===== config.mk =====
export PLATFORM = sky130hd
export DESIGN_NAME = pc_lut_loader_flat
export DESIGN_NICKNAME = d
export VERILOG_FILES = /design/src/rtl/pc_lut_loader_if.sv /design/src/rtl/pc_lut_loader.sv /design/src/flat_wrapper.sv
export SDC_FILE = /design/constraint.sdc
export NUM_CORES = 1
export LEC_CHECK = 0
export CAP_MARGIN = 10
export CORE_MARGIN = 4
export CORE_UTILIZATION = 47
export DETAILED_ROUTE_END_ITERATION = 10
export GPL_ROUTABILITY_DRIVEN = 1
export PLACE_DENSITY = 0.69
export REMOVE_ABC_BUFFERS = 1
export SYNTH_ARGS = -nofsm -noshare
export SYNTH_HDL_FRONTEND = slang
export SYNTH_SLANG_ARGS = --single-unit

===== constraint.sdc =====
create_clock -name clk -period 2 [get_ports clk]
set_input_delay 0.3 -clock clk [delete_from_list [all_inputs] [get_ports clk]]
set_output_delay 0.3 -clock clk [all_outputs]
set_load 0.01 [all_outputs]

===== src/rtl/pc_lut_loader_if.sv =====
// Write-stream handshake for the branch-target table loader.
// One beat per cycle when wr_valid and wr_ready are both high.
interface pc_lut_loader_if #(
   parameter int D = 12
);
   logic         wr_valid;
   logic [D-1:0] wr_data;
   logic         wr_last;
   logic         wr_ready;

   modport master (output wr_valid, output wr_data, output wr_last, input wr_ready);
   modport slave  (input wr_valid, input wr_data, input wr_last, output wr_ready);
endinterface


===== src/rtl/pc_lut_loader.sv =====
// Writable branch-target table with a streaming load engine and a registered read port.
// Each load session clears the table and fills it from index 0 upward.
module pc_lut_loader #(
   parameter int D       = 12,
   parameter int ENTRIES = 32
) (
   input  logic            clk,
   input  logic            reset_n,
   input  logic            start,
   pc_lut_loader_if.slave  wr,
   output logic            busy,
   output logic            done,
   output logic [8:0]      count,
   input  logic [7:0]      rd_addr,
   output logic [D-1:0]    rd_target
);
   localparam int IW = (ENTRIES > 1) ? $clog2(ENTRIES) : 1;

   typedef enum logic [1:0] {IDLE, LOAD, DONE} state_t;

   state_t        state;
   state_t        state_nxt;
   logic [IW-1:0] idx;
   logic [D-1:0]  lut [ENTRIES];
   logic          accept;
   logic          enter_load;
   logic          last_beat;
   logic          rd_hit;

   always_ff @(posedge clk or negedge reset_n) begin
      if (!reset_n) state <= IDLE;
      else          state <= state_nxt;
   end

   // Handshake outputs decode from state only; wr_valid/start only steer the next state.
   always_comb begin
      state_nxt   = state;
      wr.wr_ready = 1'b0;
      busy        = 1'b0;
      done        = 1'b0;
      accept      = 1'b0;
      enter_load  = 1'b0;
      last_beat   = 1'b0;
      case (state)
         IDLE: begin
            if (start) begin
               state_nxt  = LOAD;
               enter_load = 1'b1;
            end
         end
         LOAD: begin
            wr.wr_ready = 1'b1;
            busy        = 1'b1;
            accept      = wr.wr_valid;
            last_beat   = wr.wr_last || (idx == IW'(ENTRIES - 1));
            if (accept && last_beat) state_nxt = DONE;
         end
         DONE: begin
            done = 1'b1;
            if (start) begin
               state_nxt  = LOAD;
               enter_load = 1'b1;
            end
         end
         default: state_nxt = IDLE;
      endcase
   end

   assign rd_hit = ({1'b0, rd_addr} < 9'(ENTRIES));

   // Read samples the pre-update table, so same-edge writes and clears show up one edge later.
   always_ff @(posedge clk or negedge reset_n) begin
      if (!reset_n) begin
         idx       <= '0;
         count     <= '0;
         rd_target <= '0;
         for (int i = 0; i < ENTRIES; i++) lut[i] <= '0;
      end else begin
         rd_target <= rd_hit ? lut[rd_addr[IW-1:0]] : '0;
         if (enter_load) begin
            idx   <= '0;
            count <= '0;
            for (int i = 0; i < ENTRIES; i++) lut[i] <= '0;
         end else if (accept) begin
            lut[idx] <= wr.wr_data;
            idx      <= idx + 1'b1;
            count    <= count + 9'd1;
         end
      end
   end
endmodule


===== src/flat_wrapper.sv =====
// flat-port wrapper written by rule: the top's interface ports become plain ports
module pc_lut_loader_flat 
#(
   parameter int D       = 12,
   parameter int ENTRIES = 32
)
  (clk, reset_n, start, busy, done, count, rd_addr, rd_target, wr_wr_valid, wr_wr_data, wr_wr_last, wr_wr_ready);
  pc_lut_loader_if #(.D(D)) wr_i ();
  input  logic clk;
  input  logic reset_n;
  input  logic start;
  output logic busy;
  output logic done;
  output logic [8:0] count;
  input  logic [7:0] rd_addr;
  output logic [D-1:0] rd_target;
  input wire logic [$bits(wr_i.wr_valid)-1:0] wr_wr_valid;
  input wire logic [$bits(wr_i.wr_data)-1:0] wr_wr_data;
  input wire logic [$bits(wr_i.wr_last)-1:0] wr_wr_last;
  output wire logic [$bits(wr_i.wr_ready)-1:0] wr_wr_ready;
  assign wr_i.wr_valid = wr_wr_valid;
  assign wr_i.wr_data = wr_wr_data;
  assign wr_i.wr_last = wr_wr_last;
  assign wr_wr_ready = wr_i.wr_ready;
  pc_lut_loader #(.D(D), .ENTRIES(ENTRIES)) u_core (.clk(clk), .reset_n(reset_n), .start(start), .wr(wr_i), .busy(busy), .done(done), .count(count), .rd_addr(rd_addr), .rd_target(rd_target));
endmodule

# After elaboration in Yosys (flattened, before gate mapping)

Cells that the tools add are included.

Register bits after elaboration: 412
Bits in latches: 0
RAM bits: 0
ROM bits: 0
Output and inout port bits: 24
Word-level logic and storage cells: 77
Memories: 0

Add/sub/neg operators: 2
Multipliers: 0
Div/mod/pow operators: 0
Magnitude comparators: 4
Eq/ne operators: 5
Shift-type cells: 0
Muxes and demuxes: 21
Bitwise gates (word level): 2
Reduce and logical (&&, ||, !) cells: 7

Operators with widths:

| operator                                                                 | count |
|---|---|
| 384-bit 2-to-1 mux                                                       | 2 |
| 384-bit bitwise mux                                                      | 1 |
| 12-bit binary-select mux with 5-bit select                               | 1 |
| 12-bit demux with 5-bit select                                           | 1 |
| 12-bit 2-to-1 mux                                                        | 4 |
| 9-bit 2-to-1 mux                                                         | 2 |
| 6-bit >= comparator (second input constant)                              | 2 |
| 5-bit NOT with 6-bit output                                              | 2 |
| 5-bit 2-to-1 mux                                                         | 2 |
| 9-bit by 1-bit adder with 9-bit output (second input constant)           | 1 |
| 8-bit by 6-bit < comparator with 1-bit output (second input constant)    | 1 |
| 6-bit by 1-bit < comparator with 1-bit output (second input constant)    | 1 |
| 5-bit by 1-bit adder with 5-bit output (second input constant)           | 1 |
| 5-bit == test (second input constant)                                    | 1 |
| 1-bit 2-to-1 mux                                                         | 5 |
| 2-bit 2-to-1 mux                                                         | 2 |
| 2-bit by 1-bit inequality test with 1-bit output (second input constant) | 2 |
| 2-bit case mux with 2 select lines                                       | 1 |
| 2-bit by 1-bit == test with 1-bit output (second input constant)         | 1 |
| 2-bit == test (second input constant)                                    | 1 |
| 1-bit logical AND                                                        | 2 |
| 2-bit logical NOT                                                        | 1 |
| 2-bit AND reduction                                                      | 1 |
| 2-bit nonzero test                                                       | 1 |
| 2 further kinds                                                          | 2 |

# Longest topological paths before layout

Word-level depth: 8
Depth in mapped cells: 9
Depth with buffers taken out: 6

# Worst setup path after synthesis

No wires, ideal clock.

Kind: flip-flop to flip-flop
Start point: register u_core.idx[0]
End point: register u_core.lut[159] (netlist name)
Setup time: 0.078 ns
Arrival time: 1.694 ns
Data required time: 1.922 ns
Slack: 0.228 ns
Stages on the path, launching flop included: 10
Period minus slack after synthesis: 1.772 ns
Path through: dfrtp_1 > inv_1 > ha_1 > and4b_1 > clkbuf_1 > buf_2 > nand2_1 > clkbuf_1 > nand2_1 > a21oi_1

Cells in the longest elaborated chain, start to end: 8

RTL lines:

| item                                                                                                       | RTL line            | text |
|---|---|---|
| from (decl)                                                                                                | pc_lut_loader.sv:23 | `logic [IW-1:0] idx;` |
| from (signal assigned)                                                                                     | pc_lut_loader.sv:86 | `idx <= idx + 1'b1;` |
| 5-bit NOT with 6-bit output (not written as such) *                                                        | pc_lut_loader.sv:85 | `lut[idx] <= wr.wr_data;` |
| 6-bit >= comparator (not written as such) or 6-bit by 1-bit < comparator with 1-bit output (tied branches) | pc_lut_loader.sv:85 |  |
| 1-bit logical AND (not written as such)                                                                    | pc_lut_loader.sv:85 |  |
| 12-bit 2-to-1 mux (not written as such)                                                                    | pc_lut_loader.sv:85 |  |
| 12-bit demux with 5-bit select *                                                                           | pc_lut_loader.sv:85 |  |
| 384-bit bitwise mux *                                                                                      | pc_lut_loader.sv:85 |  |
| 384-bit 2-to-1 mux *                                                                                       | pc_lut_loader.sv:84 | `end else if (accept) begin` |
| 384-bit 2-to-1 mux *                                                                                       | pc_lut_loader.sv:80 | `if (enter_load) begin` |
| to (signal, indexed assignment)                                                                            | pc_lut_loader.sv:85 |  |
| to (decl)                                                                                                  | pc_lut_loader.sv:24 | `logic [D-1:0] lut [ENTRIES];` |

Every way passes the cells marked *; elsewhere a longest branch is shown, timed or not. The select of a mux whose other input is x is not followed.
A chain may end at the register's enable or synchronous reset.

# Worst setup path after layout

Start point: register u_core.count[2]
End point: output count[2]

RTL lines:

| item                   | RTL line            | text |
|---|---|---|
| from (decl)            | pc_lut_loader.sv:13 | `output logic [8:0] count,` |
| from (signal assigned) | pc_lut_loader.sv:87 | `count <= count + 9'd1;` |
| to (decl)              | flat_wrapper.sv:14  | `output logic [8:0] count;` |

No word-level cell between the ends.

==> Flow_metrics.wiki <==
{| class="wikitable"
! Metric !! Value
|-
| Chip Height || 216 µm
|-
| Buffer cell driving the clock tree root || clkbuf_16
|-
| Detailed-placement wirelength estimate || 38.5 mm
|-
| Largest net degree at the start of global routing || 65
|-
| Synth top cells by count || nand2_1 (514), dfrtp_1 (412), a21oi_1 (385), nand3_1 (150), o21ai_0 (143)
|-
| Pwr/cell area || 870 mW/mm²
|-
| Core footprint || 0.0423 mm²
|-
| I/O Pins || 49
|-
| Setup TNS || 0 ns
|-
| Largest buffer count on any clock path || 3
|-
| Origin of the critical flop-to-flop path || u_core.idx[4]
|-
| IR Drop Worst-Case VDD || 0.000546 V
|-
| DRC violations left || 0
|-
| Wirelength per Cell || 22.2 µm
|-
| Routed Wire Length || 61.7 mm
|-
| Signed area change from the synthesized netlist to the final layout || 18.4%
|-
| Clock latency on the worst-skew pair || 0.55 ns
|-
| Cell accounting for the most synthesized area || dfrtp_1
|-
| Sink Count || 412
|-
| Most instantiated library cell after synthesis || nand2_1
|-
| Area of placed instances || 0.0226 mm²
|-
| Row count || 75
|-
| Total setup violations reported at the end of the flow || 0
|-
| Cell type group with the largest total delay on the critical path || buffers and inverters
|-
| Synth top area cells || dfrtp_1 (51%), nand2_1 (9.5%), a21oi_1 (9.5%)
|-
| Upper clock frequency limit || 535 MHz
|-
| Max-cap viol count || 0
|-
| DR iter-0 viols || 2239
|-
| Via count of the first global-routing pass || 16900
|-
| NumNets Final || 2204
|-
| Critical R2R Capture || u_core.lut[48]
|-
| Number of flops mapped to enable cells by yosys || 0
|-
| Slew at the pin with the worst max-slew slack || 0.865 ns
|-
| Wire length of the first global-routing pass || 97.4 mm
|-
| Synth top area share || 50.7%
|-
| CP cell instances || clkdlybuf4s50_1
|-
| Synth warnings || 0
|-
| Area of all placed cells without fillers || 0.0241 mm²
|-
| Class of the tightest hold or removal check || input port to async pin
|-
| Cell count after synthesis || 2119
|-
| Cells after DPL || 2699
|-
| Worst-path clk slew || 0.06 ns
|-
| CP Buf/Inv Count || 1
|-
| CP max-delay cell || clkdlybuf4s50_1
|-
| Critical Path Source Type || flip-flop
|-
| Cell area after synthesis || 0.0203 mm²
|-
| Length in cells of the worst reg-to-reg path || 6
|-
| Detailed-routing iteration count for the pre-antenna-repair pass || 6
|-
| Number of antenna violations at the first check in global routing || 0
|-
| Async set-reset flop share out of synthesis || 100%
|-
| CTS tree || yes
|-
| Mean area per synthesized cell || 9.59 µm²
|-
| Global routing usage summed across all routing layers || 26.1%
|-
| Unrepaired setup endpoints after global routing || no
|-
| Layout Utilization || 56.9%
|-
| Via count || 17200
|-
| Required time at the endpoint of the critical path || 1.70 ns
|-
| H-tree levels || 2
|-
| Die outline width || 216 µm
|-
| Gpl congestion || 0.912
|-
| Fraction of layout instances using a drive strength above 1 || 15.4%
|-
| Critical path start-end classification || flip-flop to output pin
|-
| Antenna diode count || 0
|-
| Crit. End Element || output pin
|-
| Post-route fraction of the period consumed by the critical path || 93.4%
|-
| Crit Path Max Fanout || 6
|-
| Flop-to-flop setup slack || 0.14 ns
|-
| Min cycle time layout || 1.87 ns
|-
| Average vias per placed instance || 6.18
|-
| Initial cell density of the core || 48.0%
|-
| Slew margin rel. || 42.2%
|-
| Number of pins exceeding their max-slew limit in the final report || 0
|-
| Longest individual stage delay on the worst path || 0.57 ns
|-
| Data arrival time at the worst-slack endpoint || 1.57 ns
|-
| Final Hold Violating Endpoints || 0
|-
| Layout Skew || 0.0178 ns
|-
| Number of buffers added on ports || 48
|-
| Run status || finished clean
|-
| Total congestion overflow after global routing || 0
|-
| Fraction of the yosys area taken by sequential cells || 50.7%
|-
| Smallest hold slack || 0.265 ns
|-
| Routed Antenna Nets || 0
|-
| Number of buffers inserted during clock tree synthesis || 45
|-
| Static leakage || 10.1 nW
|-
| Area of the die || 0.0466 mm²
|-
| #FFs+latches synth || 412
|-
| Number of standard cells in the final layout excluding fillers || 2779
|-
| Primary FF master, synth || dfrtp_1
|-
| Library cells used by synthesis || 48
|}
[per-stage QoR]
step                power, mW  setup WS (ns)
finish                   20.9          0.133
global route             21.7         0.0394
CTS                      21.0         0.0540
detailed placement       12.8        -0.0614
global placement         12.7        -0.0792
floorplan                10.2         -11.27
[area by class of cell]
cell class	count	area, µm²
tap	577	722
fill	3572	18300
clock buffer	65	1270
clock inverter	11	160
sequential	412	10300
inverter	5	18.8
timing repair buffer	236	2720
multi-input combinational	1473	8860
[worst max-delay path by stage]
stage,start,to,cells after the start
after floorplan,u_core.state[0],u_core.idx[1],2
after global placement,rd_addr[1],u_core.rd_target[11],7
after detailed placement,wr_wr_valid,u_core.lut[108],7
after CTS,u_core.idx[2],u_core.lut[320],5
after global routing,u_core.idx[4],u_core.lut[361],5
final,u_core.count[2],count[2],1
[kinds of logic (layout without fill, tap and decap cells)]
family | Yosys count | count (layout) | share of synthesized area, %
multiplexers | 132 | 132 | 12.0
XOR/XNOR | 10 | 10 | 0.431
AO/OA/AOI/OAI | 590 | 590 | 15.3
AND/OR/NAND/NOR | 735 | 735 | 15.4
adder cells (fa/ha/maj) | 6 | 6 | 0.369
flip-flops | 412 | 412 | 50.7
buffers and inverters | 234 | 317 | 5.80
[flip-flops by register name, indices dropped and copies added, names as in the netlist]
name              count
u_core.count          9
u_core.idx            5
u_core.rd_target     12
u_core.lut          384
u_core.state          2
[metal layers]
layer	vias to the layer above	wire length, µm	GRT usage (%)
met4	0	1920	8.64
met2	931	28400	40.5
li1	7489	-	-
met3	126	5950	4.63
met1	8633	25400	37.7
met5	-	0	0
[power by group]
part / leakage (nW) / internal [mW] / switching [mW]
clock: 0.697 / 4.90 / 3.33
combinational: 3.70 / 1.36 / 2.43
sequential: 5.73 / 8.68 / 0.239
[repair_timing]
action	CTS	global route
gates cloned	0	0
endpoints found under the setup margin	3	47
resized for setup	5	2
hold buffers	1	0
buffers inserted	3	0
endpoints found under the hold margin	34	0
[layout by cell type (no fill, tap or decap), types with 3 or more instances in the layout]
cell and count:
nand2_1 514, dfrtp_1 408, a21oi_1 385, nand3_1 150, o21ai_0 143, buf_4 122, mux4_2 68, buf_12 67
mux2i_1 48, clkbuf_16 45, clkdlybuf4s50_1 41, nor2_1 32, mux4_1 16, clkbuf_1 13, a22oi_1 12, a221o_1 12
a31oi_1 12, o21ai_1 11, a221oi_1 8, xnor2_1 7, clkbuf_8 7, ha_1 6, clkinv_2 5, inv_1 4
o2111ai_1 4, and4b_2 4, nand3b_1 4, bufinv_16 4, dfrtp_2 4, nor2b_1 3, or3_1 3, and3_1 3
nor3b_4 3, xor2_1 3, dlygate4sd2_1 3
(Power assumes the default switching activity.)
